## src/rtl/gbdt_argmax.sv

```systemverilog
// Running argmax over GBDT class scores. Each round presents eight signed scores with a
// valid mask; the block snapshots them, scans one class per cycle and keeps the global
// maximum (index = round*8 + class) across rounds until clear or reset.
module gbdt_argmax #(
    parameter int SCORE_W = 16,
    parameter int CLASSES = 8
) (
    input  logic                       gbdt_clk,
    input  logic                       gbdt_rst,
    input  logic                       clear,
    input  logic                       en,
    input  logic [1:0]                 round,
    input  logic [CLASSES-1:0]         used,
    input  logic [CLASSES*SCORE_W-1:0] scores,
    output logic                       max_done,
    output logic [4:0]                 max_idx,
    output logic [SCORE_W-1:0]         max_score,
    output logic                       max_valid,
    output logic                       busy
);

    typedef enum logic [1:0] {StIdle, StScan, StDone, StWaitLow} state_t;

    state_t                       r_state;
    logic [2:0]                   r_k;
    logic [CLASSES*SCORE_W-1:0]   r_snap_scores;
    logic [CLASSES-1:0]           r_snap_used;
    logic [1:0]                   r_snap_round;
    logic                         r_max_done;
    logic [4:0]                   r_max_idx;
    logic signed [SCORE_W-1:0]    r_max_score;
    logic                         r_max_valid;
    logic                         r_busy;

    logic signed [SCORE_W-1:0]    w_cur_score;
    logic                         w_take;

    // Score under examination comes from the snapshot so input changes mid-scan are ignored.
    assign w_cur_score = $signed(r_snap_scores[r_k*SCORE_W +: SCORE_W]);
    // Strict compare keeps the earlier index on ties.
    assign w_take      = r_snap_used[r_k] && (!r_max_valid || (w_cur_score > r_max_score));

    // Control FSM with the scan datapath and registered outputs.
    always_ff @(posedge gbdt_clk or posedge gbdt_rst) begin
        if (gbdt_rst) begin
            r_state       <= StIdle;
            r_k           <= 3'd0;
            r_snap_scores <= '0;
            r_snap_used   <= '0;
            r_snap_round  <= 2'd0;
            r_max_done    <= 1'b0;
            r_max_idx     <= 5'd0;
            r_max_score   <= '0;
            r_max_valid   <= 1'b0;
            r_busy        <= 1'b0;
        end else if (clear) begin
            r_state     <= StIdle;
            r_k         <= 3'd0;
            r_max_done  <= 1'b0;
            r_max_idx   <= 5'd0;
            r_max_score <= '0;
            r_max_valid <= 1'b0;
            r_busy      <= 1'b0;
        end else begin
            r_max_done <= 1'b0;
            case (r_state)
                StIdle: begin
                    if (en) begin
                        r_snap_scores <= scores;
                        r_snap_used   <= used;
                        r_snap_round  <= round;
                        r_k           <= 3'd0;
                        r_busy        <= 1'b1;
                        r_state       <= StScan;
                    end
                end
                StScan: begin
                    if (w_take) begin
                        r_max_score <= w_cur_score;
                        r_max_idx   <= {r_snap_round, r_k};
                        r_max_valid <= 1'b1;
                    end
                    if (r_k == 3'd7) begin
                        r_k        <= 3'd0;
                        r_max_done <= 1'b1;
                        r_state    <= StDone;
                    end else begin
                        r_k <= r_k + 3'd1;
                    end
                end
                StDone: begin
                    r_busy  <= 1'b0;
                    r_state <= en ? StWaitLow : StIdle;
                end
                StWaitLow: begin
                    // Held enable must drop before another scan can start.
                    if (!en) begin
                        r_state <= StIdle;
                    end
                end
                default: r_state <= StIdle;
            endcase
        end
    end

    assign max_done  = r_max_done;
    assign max_idx   = r_max_idx;
    assign max_score = r_max_score;
    assign max_valid = r_max_valid;
    assign busy      = r_busy;

endmodule
```

## config.mk

```make
export PLATFORM = sky130hd
export DESIGN_NAME = gbdt_argmax
export DESIGN_NICKNAME = d
export VERILOG_FILES = /design/src/rtl/gbdt_argmax.sv
export SDC_FILE = /design/constraint.sdc
export NUM_CORES = 1
export LEC_CHECK = 0
export BUFFER_PORTS_ARGS = -buffer_cell sky130_fd_sc_hd__buf_4
export CORE_MARGIN = 4
export CORE_UTILIZATION = 59
export CTS_CLUSTER_SIZE = 8
export DETAILED_ROUTE_END_ITERATION = 7
export PLACE_DENSITY = 0.85
export SYNTH_ARGS = -nofsm -noshare
export SYNTH_HDL_FRONTEND = slang
export SYNTH_SLANG_ARGS = --single-unit
```

## constraint.sdc

```tcl
create_clock -name gbdt_clk -period 12.1 [get_ports gbdt_clk]
set_input_delay 2.42 -clock gbdt_clk [delete_from_list [all_inputs] [get_ports gbdt_clk]]
set_output_delay 2.42 -clock gbdt_clk [all_outputs]
set_load 0.005 [all_outputs]
```

**Yosys cells after proc, flatten, opt, wreduce, memory -nomap -nowiden**

Cells that the tools add are included.

- Bits in registers: 167
- Logic and storage cells: 62
- Output and inout bits: 24
- Input port bits: 142

- $lt $le $gt $ge: 2
- Muxes and demuxes: 27
- Bitwise gates (word level): 1
- Equality and inequality tests: 7
- Shifts and indexed selects: 1
- Reduce and logical (&&, ||, !) cells: 13
- $add $sub $neg: 1

Operator list:

| cell | number |
|---|---|
| $shiftx A128 B8 Y16 | 1 |
| $mux W16 | 3 |
| $gt A16 B16 Y1 | 1 |
| $mux W5 | 3 |
| $mux W2 | 5 |
| $mux W1 | 9 |
| $mux W3 | 3 |
| $ne A3 B3 Y1 const B | 3 |
| $pmux W2 S4 | 1 |
| $pmux W3 S2 | 1 |
| $reduce_and A2 Y1 | 3 |
| $reduce_and A3 Y1 | 2 |
| $reduce_bool A3 Y1 | 2 |
| $eq A2 B2 Y1 const B | 2 |
| $lt A3 B4 Y1 const B | 1 |
| $reduce_bool A2 Y1 | 2 |
| $add A3 B1 Y3 const B | 1 |
| $bmux W1 S3 | 1 |
| $eq A3 B3 Y1 const B | 1 |
| $eq A2 B1 Y1 const B | 1 |
| $logic_not A2 Y1 | 1 |
| $pmux W1 S2 | 1 |
| $logic_and A1 B1 Y1 | 1 |
| $logic_not A1 Y1 | 1 |
| 2 further kinds | 2 |

**Longest topological paths before layout**

Gate-level depths: netlist (run 1).

- Word-level depth: 7
- Depth in mapped cells: 11
- Mapped depth without buffers: 8

**Worst setup path before layout (run 1)**

No wires, ideal clock.

- Kind: input -> register
- Start point: in clear
- End point: reg r_snap_round[0]
- Required time: 11.975 ns
- Arrival time: 3.595 ns
- Library setup time: 0.125 ns
- Cell stages on the path: 4
- Slack: 8.380 ns
- Path through: nor4b_1 -> buf_2 -> buf_2 -> mux2_2

- Longest elaborated chain between the ends: 2

RTL lines:

| element | RTL line | RTL |
|---|---|---|
| start, declared | 10 | `input logic clear,` |
| $not A1 Y1 (no line) | -- |  |
| $reduce_and A3 Y1 (no line) | -- |  |
| end signal, assigned | 71 | `r_snap_round <= round;` |
| end, declared | 28 | `logic [1:0] r_snap_round;` |

No other way between the ends.
A chain may end at the register's enable or synchronous reset.

**Worst setup path in the final report (run 1)**

- Start point: in clear
- End point: reg r_snap_scores[25]

- Longest elaborated chain between the ends: 2

RTL lines:

| element | RTL line | RTL |
|---|---|---|
| $not A1 Y1 (no line) | -- |  |
| $reduce_and A3 Y1 (no line) | -- |  |
| end signal, assigned | 69 | `r_snap_scores <= scores;` |
| end, declared | 26 | `logic [CLASSES*SCORE_W-1:0] r_snap_scores;` |

No other way between the ends.

==> results.cfg, run 1 <==
[outcome]
status = complete, no violations

[global_routing]
overflow = 0
track_usage_pct = 23.9
antenna_found_initial = 0
grt_pass1_wl_um = 26900
grt_pass1_vias = 5299
grt_max_degree = 96

[cts]
cts_resized = 0
clock_path_buffers = 2
cts.clk_slew.worst_paths_ns = 0.06
h-tree-depth = 4
post-cts-setup-buffers = 0
numClockSinks = 167
root_buffer = clkbuf_16
worstSkewPairLatency_ns = 0.43
cts_buffers = 17
cts_hold_buf = 0
cts_tree = built

[finish]
drive_above_1_share_pct = 56.0
nNetsFinal = 852
diodes = 0
area_delta_synth_final_pct = 24.3
final_cells = 877

[die]
ios = 166
fp.dieArea_um2 = 15100
start_util_pct = 61.0
fp.dieW_um = 123
die_y_um = 123
fp-row-count = 41
core_um2 = 12800

[timing]
fmax_mhz = 226
period_minus_slack_ns = 4.43
tns_ns = 0
setup_ws_ns = 7.67
tightest_slew_ns = 1.18
finalSetupViolations = 0
hold_viol_final = 0
fin_skew_ns = 0.00873
slew_headroom_pct = 21.3
rsz0062_at_grt = false
maxSlewViolCount = 0
period_share_pct = 36.6

[setup_path]
start_kind = input port
critPathBufInv = 3
r2r-start = r_k[0]$_DFFE_PP0P_
rr_worst_depth = 9
crit_chain = buf_4 > nor4b_2 > buf_4 > buf_4 > mux2_2
path_class = input port to flop
slowest_stage = buf_4
cp.required_ns = 12.41
rrSetupSlack_ns = 7.83
cp_common_cell = buf_4
endpoint = r_snap_scores[25]$_DFFE_PP0P_
r2r_end = max_score[0]$_DFFE_PP0P_
worstSetupStartpoint = clear
endpoint_kind = flop
critPathTopFamily = buffers and inverters
worst_path_largest_cell_delay_ns = 0.92
path_depth = 5
path_max_fanout = 95
worstPathArrival_ns = 4.74

[logic_synthesis]
synth_largest_area_cell = dfrtp_1
ys_async_sr_fraction_pct = 100
netlist_instances = 535
yosysSeqAreaShare_pct = 53.6
synthTopCellsByArea = dfrtp_1 54%, mux2_2 22%, mux4_2 9.8%
syn_nets = 695
synth_cell_types = 30
synth_ff_type = dfrtp_1
ys_ff_latch = 167
synth.avg_cell_area_um2 = 14.6
yosysTopAreaCellShare_pct = 53.6
synth_edf_count = 0
syn_area_um2 = 7790
yosysWarningCount = 0

[pwr]
leakagePower_nw = 4.36
power_density_nw_per_um2 = 157
vdd_ir_drop_max_uv = 113

[place]
dp_slack_ns = 7.28
portBuffers = 165
gp_congestion = 0.792
dp_cells = 845
hpwlAfterDp_um = 12100

[detailed_routing]
wirelength_um = 17200
wl_per_cell_um = 19.6
firstDrtPassIters = 4
via_per_inst = 5.67
first_iter_violations = 433
via_count = 4974
drcViolationCount = 0
antenna_left = 0

[run]
cap_violations = 0

[min_path]
hp-start = r_snap_scores[43]$_DFFE_PP0P_
hp-class = flop to flop
layer usage:
layer / vias up / global-route usage (%) / routed length, µm
li1: 2266 / - / -
met1: 2555 / 32.5 / 7200
met2: 136 / 37.8 / 8630
met3: 17 / 7.09 / 1180
met4: 0 / 7.07 / 154
met5: - / 0 / 0
cell families after synthesis:
kind of cell / synth area share [%]
AOI/OAI and AO/OA: 2.01
adders and majority gates: 2.89
buffers and inverters: 3.08
DFF: 53.6
muxes: 34.9
and+or+nand+nor: 3.47
metrics by stage:
step / cell area (µm²) / total power [mW] / util (%) / hold slack [ns]
2_1_floorplan: 7790 / 0.916 / - / 0.475
3_3_place_gp: 9130 / 1.00 / 71.5 / 0.483
3_5_place_dp: 9130 / 1.02 / 71.5 / 0.491
4_1_cts: 9690 / 1.54 / 75.9 / 0.504
5_1_grt: 9690 / 1.59 / 75.9 / 0.515
6_report: 9690 / 1.52 / 75.9 / 0.502
state kept, by name, indices dropped and copies added (netlist names):
signal         flops
r_snap_scores    128
max_score         16
r_snap_used        8
max_idx            5
r_k                3
r_snap_round       2
r_state            2
busy               1
max_done           1
max_valid          1
power breakdown:
group | total, mW | internal, mW | switching [mW]
clock | 0.507 | 0.284 | 0.224
sequential | 0.711 | 0.655 | 0.0554
combinational | 0.304 | 0.186 | 0.117
total | 1.52 | 1.13 | 0.396
synth_stat cells (2+ instances only):
library cell / n
dfrtp_1: 167
mux2i_1: 21
buf_2: 18
mux4_2: 34
buf_1: 2
nor2_1: 10
nand2_1: 45
a211oi_1: 2
clkbuf_1: 9
mux2_2: 155
buf_6: 3
nand2b_1: 2
o21a_1: 2
a22oi_1: 3
nand4_1: 3
ha_1: 18
a21oi_1: 9
inv_1: 20
layout by cell type, fill, tap and decap left out, drive strengths merged, types with 2 or more instances in the layout:
master	Yosys	final
mux4	34	34
clkinv	0	7
clkbuf	9	18
nand2b	2	2
a22oi	3	3
nor2	10	10
mux2i	21	21
a211oi	2	2
a21oi	9	9
buf	23	170
nand4	3	3
ha	18	18
o21a	2	2
nand2	45	45
dfrtp	167	167
clkinvlp	0	4
inv	20	22
mux2	155	155
worst min-delay path by stage:
stage / cells after the start / slack, ns / to
after global routing: 1 / 0.51 / r_snap_scores[43]$_DFFE_PP0P_
after detailed placement: 1 / 0.49 / r_snap_scores[36]$_DFFE_PP0P_
final: 1 / 0.50 / r_snap_scores[43]$_DFFE_PP0P_
after floorplan: 1 / 0.48 / r_snap_scores[100]$_DFFE_PP0P_
after global placement: 1 / 0.48 / r_snap_scores[36]$_DFFE_PP0P_
after CTS: 1 / 0.50 / r_snap_scores[36]$_DFFE_PP0P_
layout make-up:
cell class                      instances  area (µm²)
Clock buffer                           18         429
Inverter                               20        80.1
Tap cell                              172         215
Sequential cell                       167        4180
Timing Repair Buffer                  170        1280
Multi-Input combinational cell        316        3380
Fill cell                             795        3080
Clock inverter                         14         128
No activity file was read; power rests on OpenSTA's default activity.
==> run 2, diff against run 1 <==
- CORE_UTILIZATION: 59 -> 55
- PLACE_DENSITY: 0.85 -> 0.8
- clock period: 12.1 -> 4.15 ns (I/O delays scaled with it)
==> run 2 against run 1 <==
Sequential cell count stayed put. Critical path depth increased by 5. Non-clock buffer count rose by 7. First-iteration DRC count decreased by 21%. Final area is 1.3% higher.
==> results.cfg, run 2 (same netlist as run 1, synthesis figures left out) <==
[outcome]
status = complete, no violations

[die]
die_y_um = 127
start_util_pct = 56.1
fp.dieArea_um2 = 16100
fp-row-count = 43
core_um2 = 13900
fp.dieW_um = 127
ios = 166

[detailed_routing]
first_iter_violations = 342
via_per_inst = 5.65
antenna_left = 0
firstDrtPassIters = 5
wirelength_um = 17600
wl_per_cell_um = 19.7
via_count = 5036
drcViolationCount = 0

[timing]
tns_ns = 0
finalSetupViolations = 0
period_minus_slack_ns = 3.69
maxSlewViolCount = 0
tightest_slew_ns = 1.11
fmax_mhz = 271
fin_skew_ns = 0.00589
rsz0062_at_grt = false
slew_headroom_pct = 25.8
period_share_pct = 88.9
hold_viol_final = 0

[cts]
numClockSinks = 167
cts_tree = built
clock_path_buffers = 2
h-tree-depth = 4
cts_hold_buf = 0
cts_resized = 0
cts_buffers = 17
worstSkewPairLatency_ns = 0.42
root_buffer = clkbuf_16
cts.clk_slew.worst_paths_ns = 0.06
post-cts-setup-buffers = 0

[finish]
drive_above_1_share_pct = 55.8
diodes = 0
multi_input_area_um2 = 3380
largest-register = r_snap_scores
fillers = 935
nNetsFinal = 859
register_area_um2 = 4180
area_delta_synth_final_pct = 26.0
layout_commonest_cell = buf_4
largest_reg_flops = 128
layout_common_cells = 174 x buf_4, 165 x dfrtp_1, 155 x mux2_2, 45 x nand2_1, 34 x mux4_2

[pwr]
fin_total_pwr_mw = 4.54
swShare_pct = 24.7
seqPwrFrac_pct = 45.7
power.internal_mw = 3.42
vdd_ir_drop_max_uv = 316
p_comb_share_pct = 19.8
p_sw_mw = 1.12
clockPowerShare_pct = 34.5
power_density_nw_per_um2 = 463
leakagePower_nw = 4.41

[setup_path]
slowest_stage = mux4_2
crit_chain = buf_4 > mux4_2 > mux2_2 > ha_1 > a21o_1 > a2111oi_0 > o21a_1 > a221o_2 > buf_4 > mux2i_1
worst_path_largest_cell_delay_ns = 0.53
path_max_fanout = 17
endpoint_kind = flop
path_class = flop to flop
critPathTopFamily = compound AO/OA/AOI/OAI gates
r2r-start = r_k[0]$_DFFE_PP0P_
cp_common_cell = buf_4
rr_worst_depth = 10
rrSetupSlack_ns = 0.46
cp.required_ns = 4.49
path_depth = 10
r2r_end = max_score[10]$_DFFE_PP0P_
start_kind = flop
critPathBufInv = 2
worstPathArrival_ns = 4.03

[min_path]
hp-class = flop to flop
hp-start = r_snap_scores[67]$_DFFE_PP0P_
holdPathEnd = r_snap_scores[67]$_DFFE_PP0P_
worstHoldPathCells = 1

[global_routing]
track_usage_pct = 22.8
overflow = 0
grt_pass1_vias = 5407
grt_max_degree = 90
antenna_found_initial = 0
grt_pass1_wl_um = 28400

[place]
gp_congestion = 0.840
portBuffers = 165
hpwlAfterDp_um = 13000

[run]
cap_violations = 0
[run 2: cell count changes in the layout (fill, tap and decap cells not counted), sizes merged]
cell    change
clkinv      -5
clkbuf      +6
buf         +7
inv         -3
bufinv      +2
[run 2: power groups by stage]
| stage | Clock (mW) | Sequential (mW) | Combinational, mW |
|---|---|---|---|
| after floorplan | 0 | 2.03 | 0.638 |
| after global placement | 0 | 2.08 | 0.865 |
| after detailed placement | 0 | 2.10 | 0.903 |
| after CTS | 1.58 | 2.07 | 0.912 |
| after global routing | 1.65 | 2.11 | 0.988 |
| final | 1.57 | 2.08 | 0.902 |
[run 2: layer usage]
layer	up-vias	global-route usage, %	wire length (µm)
met4	0	8.01	367
met2	170	35.2	8420
met3	28	5.56	1110
li1	2274	-	-
met1	2564	31.9	7700
met5	-	0	0
[run 2: area by class of cell]
type                            instances  area share (%)
Tap cell                              180            2.29
Clock inverter                          8            1.25
Multi-Input combinational cell        316            34.4
Timing Repair Buffer                  177            13.9
Clock buffer                           24            4.70
Inverter                               20           0.803
Sequential cell                       167            42.6
[run 2: how the worst max path moves through the flow]
stage,start,endpoint
after global routing,r_k[0]$_DFFE_PP0P_,max_score[5]$_DFFE_PP0P_
after global placement,r_k[0]$_DFFE_PP0P_,max_score[8]$_DFFE_PP0P_
after detailed placement,r_k[0]$_DFFE_PP0P_,max_score[10]$_DFFE_PP0P_
after floorplan,r_k[0]$_DFFE_PP0P_,max_score[0]$_DFFE_PP0P_
final,r_k[0]$_DFFE_PP0P_,max_score[10]$_DFFE_PP0P_
after CTS,r_k[0]$_DFFE_PP0P_,max_score[10]$_DFFE_PP0P_
[run 2: per-stage QoR]
| stage | util (%) | hold WS [ns] | cell area, µm² | worst slack (ns) | instances |
|---|---|---|---|---|---|
| 3_3_place_gp | 66.5 | 0.485 | 9230 | 0.674 | 860 |
| 6_report | 70.7 | 0.503 | 9820 | 0.460 | 892 |
| 3_5_place_dp | 66.5 | 0.491 | 9230 | 0.461 | 860 |
| 4_1_cts | 70.7 | 0.508 | 9820 | 0.422 | 892 |
| 2_1_floorplan | - | 0.475 | 7800 | 0.946 | 535 |
| 5_1_grt | 70.7 | 0.518 | 9820 | 0.356 | 892 |
==> run 3, diff against run 2 <==
- CORE_UTILIZATION: 55 -> 46
- PLACE_DENSITY: 0.8 -> 0.69
==> run 3 against run 2 <==
Sequential cell count is the same. Hold slack lost 0.00074 ns. Critical path depth stayed put. Critical endpoint is now max_score[9]$_DFFE_PP0P_.
==> results.cfg, run 3 (same netlist as run 1, synthesis figures left out) <==
[outcome]
status = complete, no violations

[detailed_routing]
via_per_inst = 5.35
wl_per_cell_um = 19.6
drcViolationCount = 0
firstDrtPassIters = 4
first_iter_violations = 289
via_count = 4978
wirelength_um = 18200
antenna_left = 0

[finish]
layout_commonest_cell = buf_4
area_delta_synth_final_pct = 26.5
register_area_um2 = 4180
layout_common_cells = 170 x buf_4, 165 x dfrtp_1, 155 x mux2_2, 45 x nand2_1, 34 x mux4_2
diodes = 0
nNetsFinal = 857
largest_reg_flops = 128
drive_above_1_share_pct = 55.8
largest-register = r_snap_scores
fillers = 1312
final_util_pct = 59.5
multi_input_area_um2 = 3380

[timing]
slew_headroom_pct = 22.4
period_share_pct = 88.0
tightest_slew_ns = 1.16
fmax_mhz = 274
setup_ws_ns = 0.497
finalSetupViolations = 0
tns_ns = 0
rsz0062_at_grt = false
holdWs_ns = 0.502
period_minus_slack_ns = 3.65
hold_viol_final = 0
fin_skew_ns = 0.00862
maxSlewViolCount = 0

[min_path]
hp-class = flop to flop
hp-start = r_snap_scores[96]$_DFFE_PP0P_
holdPathEnd = r_snap_scores[96]$_DFFE_PP0P_
worstHoldPathCells = 1

[setup_path]
rr_worst_depth = 10
path_max_fanout = 18
start_kind = flop
cp.required_ns = 4.48
rrSetupSlack_ns = 0.50
worstPathArrival_ns = 3.99
r2r_end = max_score[9]$_DFFE_PP0P_
r2r-start = r_k[0]$_DFFE_PP0P_
path_class = flop to flop
endpoint_kind = flop

[global_routing]
antenna_found_initial = 1
overflow = 0
track_usage_pct = 19.8
grt_pass1_vias = 5491
grt_pass1_wl_um = 29800
grt_max_degree = 90

[die]
core_um2 = 16600
fp.dieW_um = 138
ios = 166
die_y_um = 138
start_util_pct = 47.0
fp-row-count = 47
fp.dieArea_um2 = 19100

[run]
cap_violations = 0

[place]
portBuffers = 165
gp_congestion = 0.822
hpwlAfterDp_um = 13600
dp_slack_ns = 0.491

[cts]
cts_tree = built
clock_path_buffers = 2
numClockSinks = 167
cts.clk_slew.worst_paths_ns = 0.06
cts_resized = 0
h-tree-depth = 4
post-cts-setup-buffers = 0
cts_buffers = 17
worstSkewPairLatency_ns = 0.42
root_buffer = clkbuf_16
cts_hold_buf = 0

[pwr]
power_density_nw_per_um2 = 456
leakagePower_nw = 4.40
vdd_ir_drop_max_uv = 308
==> run 3: cell count changes in the layout (fill, tap and decap cells not counted) <==
| cell | before | now |
|---|---|---|
| clkbuf_1 | 6 | 5 |
| clkbuf_8 | 1 | 2 |
| clkinv_2 | 2 | 3 |
| bufinv_16 | 3 | 2 |
| buf_12 | 3 | 5 |
| buf_4 | 174 | 170 |
==> run 3: routing by layer <==
metal | GRT usage [%] | share of wire [%]
met2 | 30.4 | 47
met5 | 0 | 0
met3 | 6.70 | 6.6
met1 | 27.1 | 45
met4 | 5.67 | 1.4
==> run 3: cell type report <==
class	count	share of cell area [%]
Inverter	20	0.799
Sequential cell	167	42.4
Multi-Input combinational cell	316	34.3
Clock inverter	8	0.990
Clock buffer	24	4.78
Timing Repair Buffer	175	14.0
Tap cell	220	2.79
==> run 3: stage by stage <==
stage	std cells	cell area (µm²)	power (mW)
2_1_floorplan	535	7800	2.67
5_1_grt	930	9860	4.73
3_5_place_dp	898	9290	3.01
6_report	930	9860	4.50
3_3_place_gp	898	9290	2.97
4_1_cts	930	9860	4.55
==> run 3: worst max-delay path by stage <==
stage	start	endpoint	slack [ns]
after detailed placement	r_k[0]$_DFFE_PP0P_	max_idx[3]$_DFFE_PP0P_	0.49
after global routing	r_k[0]$_DFFE_PP0P_	max_score[7]$_DFFE_PP0P_	0.33
after CTS	r_k[0]$_DFFE_PP0P_	max_score[9]$_DFFE_PP0P_	0.48
after floorplan	r_k[0]$_DFFE_PP0P_	max_score[0]$_DFFE_PP0P_	0.95
after global placement	r_k[0]$_DFFE_PP0P_	max_score[8]$_DFFE_PP0P_	0.71
final	r_k[0]$_DFFE_PP0P_	max_score[9]$_DFFE_PP0P_	0.50
==> run 3: critical path, stage by stage, from the launching register on <==
cell,delay (ns)
dfrtp_2,0.50
buf_4,0.26
mux4_2,0.51
mux2_2,0.28
ha_1,0.30
a21o_1,0.19
a2111oi_0,0.56
o21a_1,0.21
a221o_2,0.21
buf_4,0.31
mux2i_1,0.23
==> run 3: report_power, final <==
part | internal, mW | leakage (nW) | switching, mW
clock network | 0.915 | 0.270 | 0.611
logic | 0.552 | 2.12 | 0.349
registers | 1.91 | 2.02 | 0.163
total | 3.38 | 4.40 | 1.12
